--- src/rtl/i2c_pkg.sv ---
// i2c_pkg: shared I2C state encoding and bus constants.
// Used by both the controller and the target side.
package i2c_pkg;

  typedef enum logic [1:0] {
    IDLE,
    ADDRESS,
    DATA,
    ACK
  } state_t;

  localparam int          BYTE_W            = 8;
  localparam logic        IDLE_LEVEL        = 1'b1;
  localparam logic [7:0]  GENERAL_CALL_ADDR = 8'h00;

endpackage

--- src/rtl/i2c_shift_rx.sv ---
// i2c_shift_rx: MSB-first receive shifter with 3-bit bit counter.
// rx_byte already includes the bit on the wire this cycle.
module i2c_shift_rx
  import i2c_pkg::*;
(
  input  logic              clk,
  input  logic              rst,
  input  logic              sda,
  input  logic              shift_en,
  output logic [BYTE_W-1:0] rx_byte,
  output logic              last
);

  // The oldest bit is never read back, so only seven are stored.
  logic [BYTE_W-2:0] sr;
  logic [2:0]        bit_cnt;

  assign rx_byte = {sr, sda};
  assign last    = (bit_cnt == 3'd7);

  always_ff @(posedge clk) begin
    if (!rst) begin
      sr      <= '0;
      bit_cnt <= '0;
    end else begin
      if (shift_en) sr <= rx_byte[BYTE_W-2:0];
      bit_cnt <= shift_en ? bit_cnt + 3'd1 : 3'd0;
    end
  end

endmodule

--- src/rtl/i2c_target.sv ---
// i2c_target: receive-side I2C framer with address match and ACK.
// Define I2C_TGT_GENERAL_CALL_EN to also accept address 8'h00.
module i2c_target
  import i2c_pkg::*;
#(
  parameter logic [7:0] OWN_ADDR = 8'hA9,
  parameter int         DATA_W   = 8
) (
  input  logic              clk,
  input  logic              rst,
  input  logic              sda,
  output logic              sda_ack_n,
  output logic [DATA_W-1:0] data_out,
  output logic              data_valid,
  output logic              addr_match,
  output logic              busy
);

  state_t            state, state_n;
  logic              first, first_n;
  logic [DATA_W-1:0] data_n;
  logic              valid_n, ack_n_n, match_n, hit;
  logic [BYTE_W-1:0] rx_byte;
  logic              last;

  i2c_shift_rx u_rx (
    .clk      (clk),
    .rst      (rst),
    .sda      (sda),
    .shift_en (state == ADDRESS || state == DATA),
    .rx_byte  (rx_byte),
    .last     (last)
  );

`ifdef I2C_TGT_GENERAL_CALL_EN
  assign hit = (rx_byte == OWN_ADDR) ||
               (rx_byte == GENERAL_CALL_ADDR);
`else
  assign hit = (rx_byte == OWN_ADDR);
`endif

  always_comb begin
    state_n = state;
    first_n = first;
    data_n  = data_out;
    match_n = addr_match;
    valid_n = 1'b0;
    ack_n_n = 1'b1;
    unique case (state)
      IDLE: begin
        if (sda != IDLE_LEVEL) state_n = ADDRESS;
      end
      ADDRESS: begin
        if (last) begin
          state_n = DATA;
          first_n = 1'b1;
          match_n = hit;
        end
      end
      DATA: begin
        // An all-ones continuation byte is the line released.
        if (last) begin
          if (!first && rx_byte == {BYTE_W{IDLE_LEVEL}}) begin
            state_n = IDLE;
            match_n = 1'b0;
          end else begin
            state_n = ACK;
            first_n = 1'b0;
            if (addr_match) begin
              data_n  = rx_byte;
              valid_n = 1'b1;
              ack_n_n = 1'b0;
            end
          end
        end
      end
      ACK: begin
        state_n = DATA;
      end
      default: state_n = IDLE;
    endcase
  end

  always_ff @(posedge clk) begin
    if (!rst) begin
      state      <= IDLE;
      first      <= 1'b0;
      data_out   <= '0;
      data_valid <= 1'b0;
      sda_ack_n  <= 1'b1;
      addr_match <= 1'b0;
      busy       <= 1'b0;
    end else begin
      state      <= state_n;
      first      <= first_n;
      data_out   <= data_n;
      data_valid <= valid_n;
      sda_ack_n  <= ack_n_n;
      addr_match <= match_n;
      busy       <= (state_n != IDLE);
    end
  end

endmodule

--- config.mk ---
export PLATFORM = sky130hd
export DESIGN_NAME = i2c_target
export DESIGN_NICKNAME = d
export VERILOG_FILES = /design/src/rtl/i2c_pkg.sv /design/src/rtl/i2c_shift_rx.sv /design/src/rtl/i2c_target.sv
export SDC_FILE = /design/constraint.sdc
export NUM_CORES = 1
export LEC_CHECK = 0
export CORE_MARGIN = 5
export CORE_UTILIZATION = 30
export CTS_BUF_LIST = sky130_fd_sc_hd__clkbuf_4 sky130_fd_sc_hd__clkbuf_8 sky130_fd_sc_hd__clkbuf_16
export CTS_CLUSTER_DIAMETER = 120
export CTS_CLUSTER_SIZE = 14
export DETAILED_ROUTE_END_ITERATION = 8
export GPL_ROUTABILITY_DRIVEN = 0
export GPL_TIMING_DRIVEN = 0
export PLACE_DENSITY_LB_ADDON = 0.05
export SYNTH_ARGS = -nofsm -noshare
export SYNTH_HDL_FRONTEND = slang
export SYNTH_SLANG_ARGS = --single-unit
--- constraint.sdc ---
create_clock -name clk -period 4.1 [get_ports clk]
set_input_delay 0.41 -clock clk [delete_from_list [all_inputs] [get_ports clk]]
set_output_delay 0.41 -clock clk [all_outputs]
set_load 0.05 [all_outputs]
# --- Word-level counts from Yosys, hierarchy flattened ---
# Cells that the tools add are included.
word_totals:
  ff_bits: 25
  inputBits: 3
  out_inout_bits: 12
  wordCells: 50
op_classes:
  add_sub_neg: 1
  eq_ne: 10
  mux: 15
  bitwise_logic: 4
  reduce_logical: 11
ops:
  columns: ["op", "n"]
  rows:
  - ["8-bit == test, second input constant", 2]
  - ["4-bit AND reduction", 3]
  - ["1-bit 2-to-1 mux", 8]
  - ["2-bit 2-to-1 mux", 4]
  - ["2-bit case mux with 4 select lines", 1]
  - ["2-bit != test, second input constant", 3]
  - ["2-bit == test, second input constant", 2]
  - ["1-bit NOT", 4]
  - ["1-bit case mux with 2 select lines", 2]
  - ["2-bit nonzero test", 2]
  - ["4-bit OR reduction", 1]
  - ["3-bit by 1-bit adder with 3-bit output, second input constant", 1]
  - ["3-bit == test, second input constant", 1]
  - ["2-bit by 1-bit == test with 1-bit output, second input constant", 1]
  - ["2-bit logical NOT", 1]
  - ["2-bit by 1-bit != test with 1-bit output, second input constant", 1]
  - ["2-bit AND reduction", 1]
  - ["1-bit logical AND", 1]
  - ["1-bit logical NOT", 1]
  - ["1-bit logical OR", 1]

# --- Logic depth before layout (Yosys ltp) ---
depth:
  word_depth: 6
  mapped_depth: 8
  ltp_nobuf: 6

# --- Modules after synthesis ---
# From an unflattened synthesis, not the netlist that was laid out.
unflattened:
  hier_cells: 115
  hier_area_um2: 1133.6
modules_own_cells:
  columns: ["mod", "instances", "cells_per_inst", "area_per_inst_um2", "seq_area_each_um2"]
  rows:
  - ["i2c_target", 1, 83, 753.2, 300.3]
  - ["i2c_shift_rx", 1, 32, 380.4, 200.2]

# --- Least setup slack after synthesis ---
# No wires, ideal clock.
synth_path:
  path_kind: "register -> register"
  start: "register addr_match"
  end: "register data_out[4]"
  setup_ns: 0.074
  arrival_ns: 1.387
  setup_slack_ns: 2.639
  stages_incl_launch_ff: 6
  path_buffers: 1
  path_cell_list: "dfxtp_1 -> nand3_1 -> a31oi_4 -> buf_6 -> nand3_1 -> o21ai_0"
synth_via:
  elab_chain_cells: 1
synth_rtl:
  columns: ["element", "line", "text"]
  rows:
  - ["start, declared", "i2c_target.sv:15", "output logic addr_match,"]
  - ["start signal, assigned", "i2c_target.sv:99", "addr_match <= match_n;"]
  - ["4-bit AND reduction (no source line)", null, null]
  - ["end signal, assigned", "i2c_target.sv:96", "data_out <= data_n;"]
  - ["end, declared", "i2c_target.sv:13", "output logic [DATA_W-1:0] data_out,"]
# Every way passes these cells.
# A chain may end at the register's enable or synchronous reset.

# --- Final worst setup path ---
layout_path:
  start: "register addr_match"
  end: "output addr_match"
# No word-level cell between the ends.

==> impl_results.html <==
<table>
<tr><th>Metric</th><th>Value</th></tr>
<tr><th colspan="2">Synth</th></tr>
<tr><td>Synth Net Count</td><td>125</td></tr>
<tr><td>Part of the Yosys area used for sequential elements</td><td>45.7%</td></tr>
<tr><td>Count of unique library cells instantiated by Yosys</td><td>28</td></tr>
<tr><td>Count of warnings emitted by yosys</td><td>0</td></tr>
<tr><td>Cell with the most instances after synthesis</td><td>sky130_fd_sc_hd__dfxtp_1</td></tr>
<tr><td>Average footprint of a synthesized cell</td><td>9.45 sq um</td></tr>
<tr><td>Synthesized instance count</td><td>116</td></tr>
<tr><td>Post-synth top cells</td><td>25 x sky130_fd_sc_hd__dfxtp_1, 15 x sky130_fd_sc_hd__nand2_1, 12 x sky130_fd_sc_hd__nand3_1</td></tr>
<tr><td>Post-synth EDFFs</td><td>0</td></tr>
<tr><td>Dominant cell type by area after synthesis</td><td>sky130_fd_sc_hd__dfxtp_1</td></tr>
<tr><td>Top FF cell, synth</td><td>sky130_fd_sc_hd__dfxtp_1</td></tr>
<tr><td>Flops &amp; latches, synth</td><td>25</td></tr>
<tr><td>Post-synthesis instance area</td><td>1100 sq um</td></tr>
<tr><td>Proportion of netlist area held by the largest area contributor</td><td>45.7%</td></tr>
<tr><td>Ranking of synthesized cells by area</td><td>sky130_fd_sc_hd__dfxtp_1 46%, sky130_fd_sc_hd__ha_1 6.8%, sky130_fd_sc_hd__mux2i_1 6.4%</td></tr>
<tr><td>FFs w/ async S/R, synth</td><td>0%</td></tr>
<tr><th colspan="2">Die</th></tr>
<tr><td>Full die area</td><td>4960 sq um</td></tr>
<tr><td>Top-Level Pins</td><td>15</td></tr>
<tr><td>DIE HEIGHT</td><td>70.4 um</td></tr>
<tr><td>Core box area</td><td>3610 sq um</td></tr>
<tr><td>Number of placement rows</td><td>22</td></tr>
<tr><td>Starting density of the core</td><td>30.4%</td></tr>
<tr><td>Width of the chip</td><td>70.4 um</td></tr>
<tr><th colspan="2">Global route</th></tr>
<tr><td>Pin count of the biggest net entering global routing</td><td>15</td></tr>
<tr><td>Vias in the first global route</td><td>818</td></tr>
<tr><td>Gr usage total</td><td>9.70%</td></tr>
<tr><td>Global-route wire length before repair</td><td>3890 um</td></tr>
<tr><td>Final global-route overflow total</td><td>0</td></tr>
<tr><td>Antenna violations before repair</td><td>0</td></tr>
<tr><th colspan="2">Power</th></tr>
<tr><td>P_leak</td><td>0.501 nW</td></tr>
<tr><td>VDD IR-drop max</td><td>0.000148 V</td></tr>
<tr><td>Power per cell area</td><td>340 nW/um^2</td></tr>
<tr><th colspan="2">Routing</th></tr>
<tr><td>Average detailed-routed wire length per instance</td><td>12.0 um</td></tr>
<tr><td>Remaining DRCs</td><td>0</td></tr>
<tr><td>Avg Vias per Cell</td><td>4.62</td></tr>
<tr><td>Number of search-and-repair iterations in the first detailed-routing pass</td><td>4</td></tr>
<tr><td>Vias after detailed routing</td><td>840</td></tr>
<tr><td>Iteration-0 DRC count of the detailed router</td><td>39</td></tr>
<tr><td>Final wirelength</td><td>2180 um</td></tr>
<tr><td>Post-DRT Antenna Nets</td><td>0</td></tr>
<tr><th colspan="2">Critical path</th></tr>
<tr><td>Endpoint kind of the worst setup timing path</td><td>output port</td></tr>
<tr><td>Critical path launch point</td><td>addr_match</td></tr>
<tr><td>Buffers and inverters on the worst path</td><td>1</td></tr>
<tr><td>Crit start category</td><td>flop</td></tr>
<tr><td>Crit-path cells</td><td>clkdlybuf4s50_1</td></tr>
<tr><td>Maximum cell stage delay along the critical path</td><td>0.82 ns</td></tr>
<tr><td>Category of cells accounting for the largest share of critical-path delay</td><td>buffers and inverters</td></tr>
<tr><td>Maximum fanout along the worst path</td><td>4</td></tr>
<tr><td>Startpoint of the lowest-slack register-to-register path</td><td>u_rx.bit_cnt[0]</td></tr>
<tr><td>Start-to-end type of the worst setup path</td><td>reg -&gt; out</td></tr>
<tr><td>Signal arrival time at the worst endpoint</td><td>1.48 ns</td></tr>
<tr><td>Req. time, crit path</td><td>3.69 ns</td></tr>
<tr><td>Slowest cell on the critical path</td><td>sky130_fd_sc_hd__clkdlybuf4s50_1</td></tr>
<tr><th colspan="2">Timing</th></tr>
<tr><td>Setup repair after global routing missed its margin</td><td>no</td></tr>
<tr><td>Count of pins over their slew limit</td><td>0</td></tr>
<tr><td>Final Skew</td><td>0.00281 ns</td></tr>
<tr><td>Fin Hold WS</td><td>0.418 ns</td></tr>
<tr><td>Post-route minimum period</td><td>1.89 ns</td></tr>
<tr><td>Least-Margin Pin Slew</td><td>0.494 ns</td></tr>
<tr><td>Total setup violations reported at the end of the flow</td><td>0</td></tr>
<tr><td>Hold Vio Cnt, Final</td><td>0</td></tr>
<tr><td>Setup Total Neg Slack</td><td>0 ns</td></tr>
<tr><td>Max_slew headroom</td><td>67.0%</td></tr>
<tr><td>Max Clock Freq</td><td>528 MHz</td></tr>
<tr><td>Final critical-path share of the clock period</td><td>46.2%</td></tr>
<tr><th colspan="2">Cells and area</th></tr>
<tr><td>Final non-filler cell area</td><td>1340 sq um</td></tr>
<tr><td>Number of nets at the end of the flow</td><td>144</td></tr>
<tr><td>Antenna Diode Count</td><td>0</td></tr>
<tr><td>Share of layout cells above drive strength 1</td><td>8.96%</td></tr>
<tr><td>Area added between synthesis and finish</td><td>22.5%</td></tr>
<tr><th colspan="2">Clock tree</th></tr>
<tr><td>Post-CTS Repair Setup Buffers</td><td>0</td></tr>
<tr><td>Worst-path clk slew</td><td>0.09 ns</td></tr>
<tr><td>Number of clock sinks</td><td>25</td></tr>
<tr><td>Cell at the root of the clock tree</td><td>sky130_fd_sc_hd__clkbuf_8</td></tr>
<tr><td>Clock Latency Late Sink</td><td>0.27 ns</td></tr>
<tr><td>TritonCTS clock tree</td><td>built</td></tr>
<tr><td>CTS hold repair buffers</td><td>0</td></tr>
<tr><td>Max Buffers Root-to-Sink</td><td>2</td></tr>
<tr><td>Count of H-tree levels built during CTS</td><td>1</td></tr>
<tr><td>Number of cells upsized or downsized after cts</td><td>0</td></tr>
<tr><td>Clock buffer count from CTS</td><td>3</td></tr>
<tr><th colspan="2">Placed design</th></tr>
<tr><td>Detailed placement HPWL</td><td>1640 um</td></tr>
<tr><td>IO Port Bufs</td><td>14</td></tr>
<tr><td>Placed standard-cell area</td><td>1300 sq um</td></tr>
<tr><th colspan="2">Worst hold path</th></tr>
<tr><td>Worst hold path class</td><td>reg -&gt; reg</td></tr>
<tr><td>Hold Crit Start</td><td>u_rx.bit_cnt[0]</td></tr>
<tr><th colspan="2">Run status</th></tr>
<tr><td>Result of the run</td><td>finished clean</td></tr>
<tr><th colspan="2">Flow run</th></tr>
<tr><td>Reported max-cap violation count</td><td>0</td></tr>
</table>
==> cell type report <==
type	count	area, sq um
multi-input combinational	79	527
tap	48	60.1
timing repair buffer	14	140
clock buffer	3	41.3
inverter	5	18.8
fill	372	2260
buffer	7	50.0
sequential	25	500
clock inverter	1	5.00
==> logic make-up (layout without fill, tap and decap cells) <==
family / count (synthesis) / after routing / synth area share [%]
AO/OA/AOI/OAI: 19 / 19 / 12.2
adder cells (fa/ha/maj): 6 / 6 / 6.85
buffers and inverters: 12 / 30 / 6.28
flip-flops: 25 / 25 / 45.7
multiplexers: 7 / 7 / 6.39
AND/OR/NAND/NOR: 47 / 47 / 22.6
==> report_power, final <==
part	total, mW	internal, mW	switching (mW)
clock	0.146	0.0680	0.0777
combinational	0.0565	0.0240	0.0325
sequential	0.254	0.249	0.00493
==> worst paths after layout <==
| path | cells after the start | endpoint | slack (ns) |
|---|---|---|---|
| worst max-delay path | 1 | addr_match | 2.21 |
| worst min-delay path | 1 | u_rx.bit_cnt[0] | 0.42 |
| worst max register to register | 8 | data_out[4] | 2.51 |
| worst min register to register | 1 | u_rx.bit_cnt[0] | 0.42 |
==> per-stage QoR <==
stage	instances	total power, mW	worst slack [ns]	util (%)
after global placement	178	0.317	2.12	35.9
after CTS	182	0.460	2.19	37.2
after detailed placement	178	0.317	2.13	35.9
after floorplan	116	0.302	2.64	-
after global routing	182	0.477	2.16	37.2
final	182	0.456	2.21	37.2
==> placed cells by master (no fill, tap or decap), types with 3 or more instances in the layout <==
master | netlist | routed
sky130_fd_sc_hd__clkbuf_8 | 0 | 3
sky130_fd_sc_hd__clkdlybuf4s50_1 | 0 | 14
sky130_fd_sc_hd__dfxtp_1 | 25 | 25
sky130_fd_sc_hd__ha_1 | 6 | 6
sky130_fd_sc_hd__inv_1 | 5 | 5
sky130_fd_sc_hd__mux2i_1 | 7 | 7
sky130_fd_sc_hd__nand2_1 | 15 | 15
sky130_fd_sc_hd__nand3_1 | 12 | 12
sky130_fd_sc_hd__nor2_1 | 3 | 3
sky130_fd_sc_hd__nor2b_1 | 9 | 9
sky130_fd_sc_hd__o21ai_0 | 10 | 10
==> registers in the layout, indices dropped and copies added, names as in the netlist <==
name,flops
first,1
data_out,8
u_rx.sr,7
addr_match,1
sda_ack_n,1
u_rx.bit_cnt,3
state,2
busy,1
data_valid,1
==> layer usage <==
metal / GRT usage (%) / vias to the layer above / part of all wire (%)
li1: - / 434 / -
met1: 13.1 / 390 / 50
met2: 14.8 / 12 / 45
met3: 2.30 / 4 / 3.6
met4: 3.83 / 0 / 1.1
met5: 0 / - / 0
No activity file was read; power rests on OpenSTA's default activity.
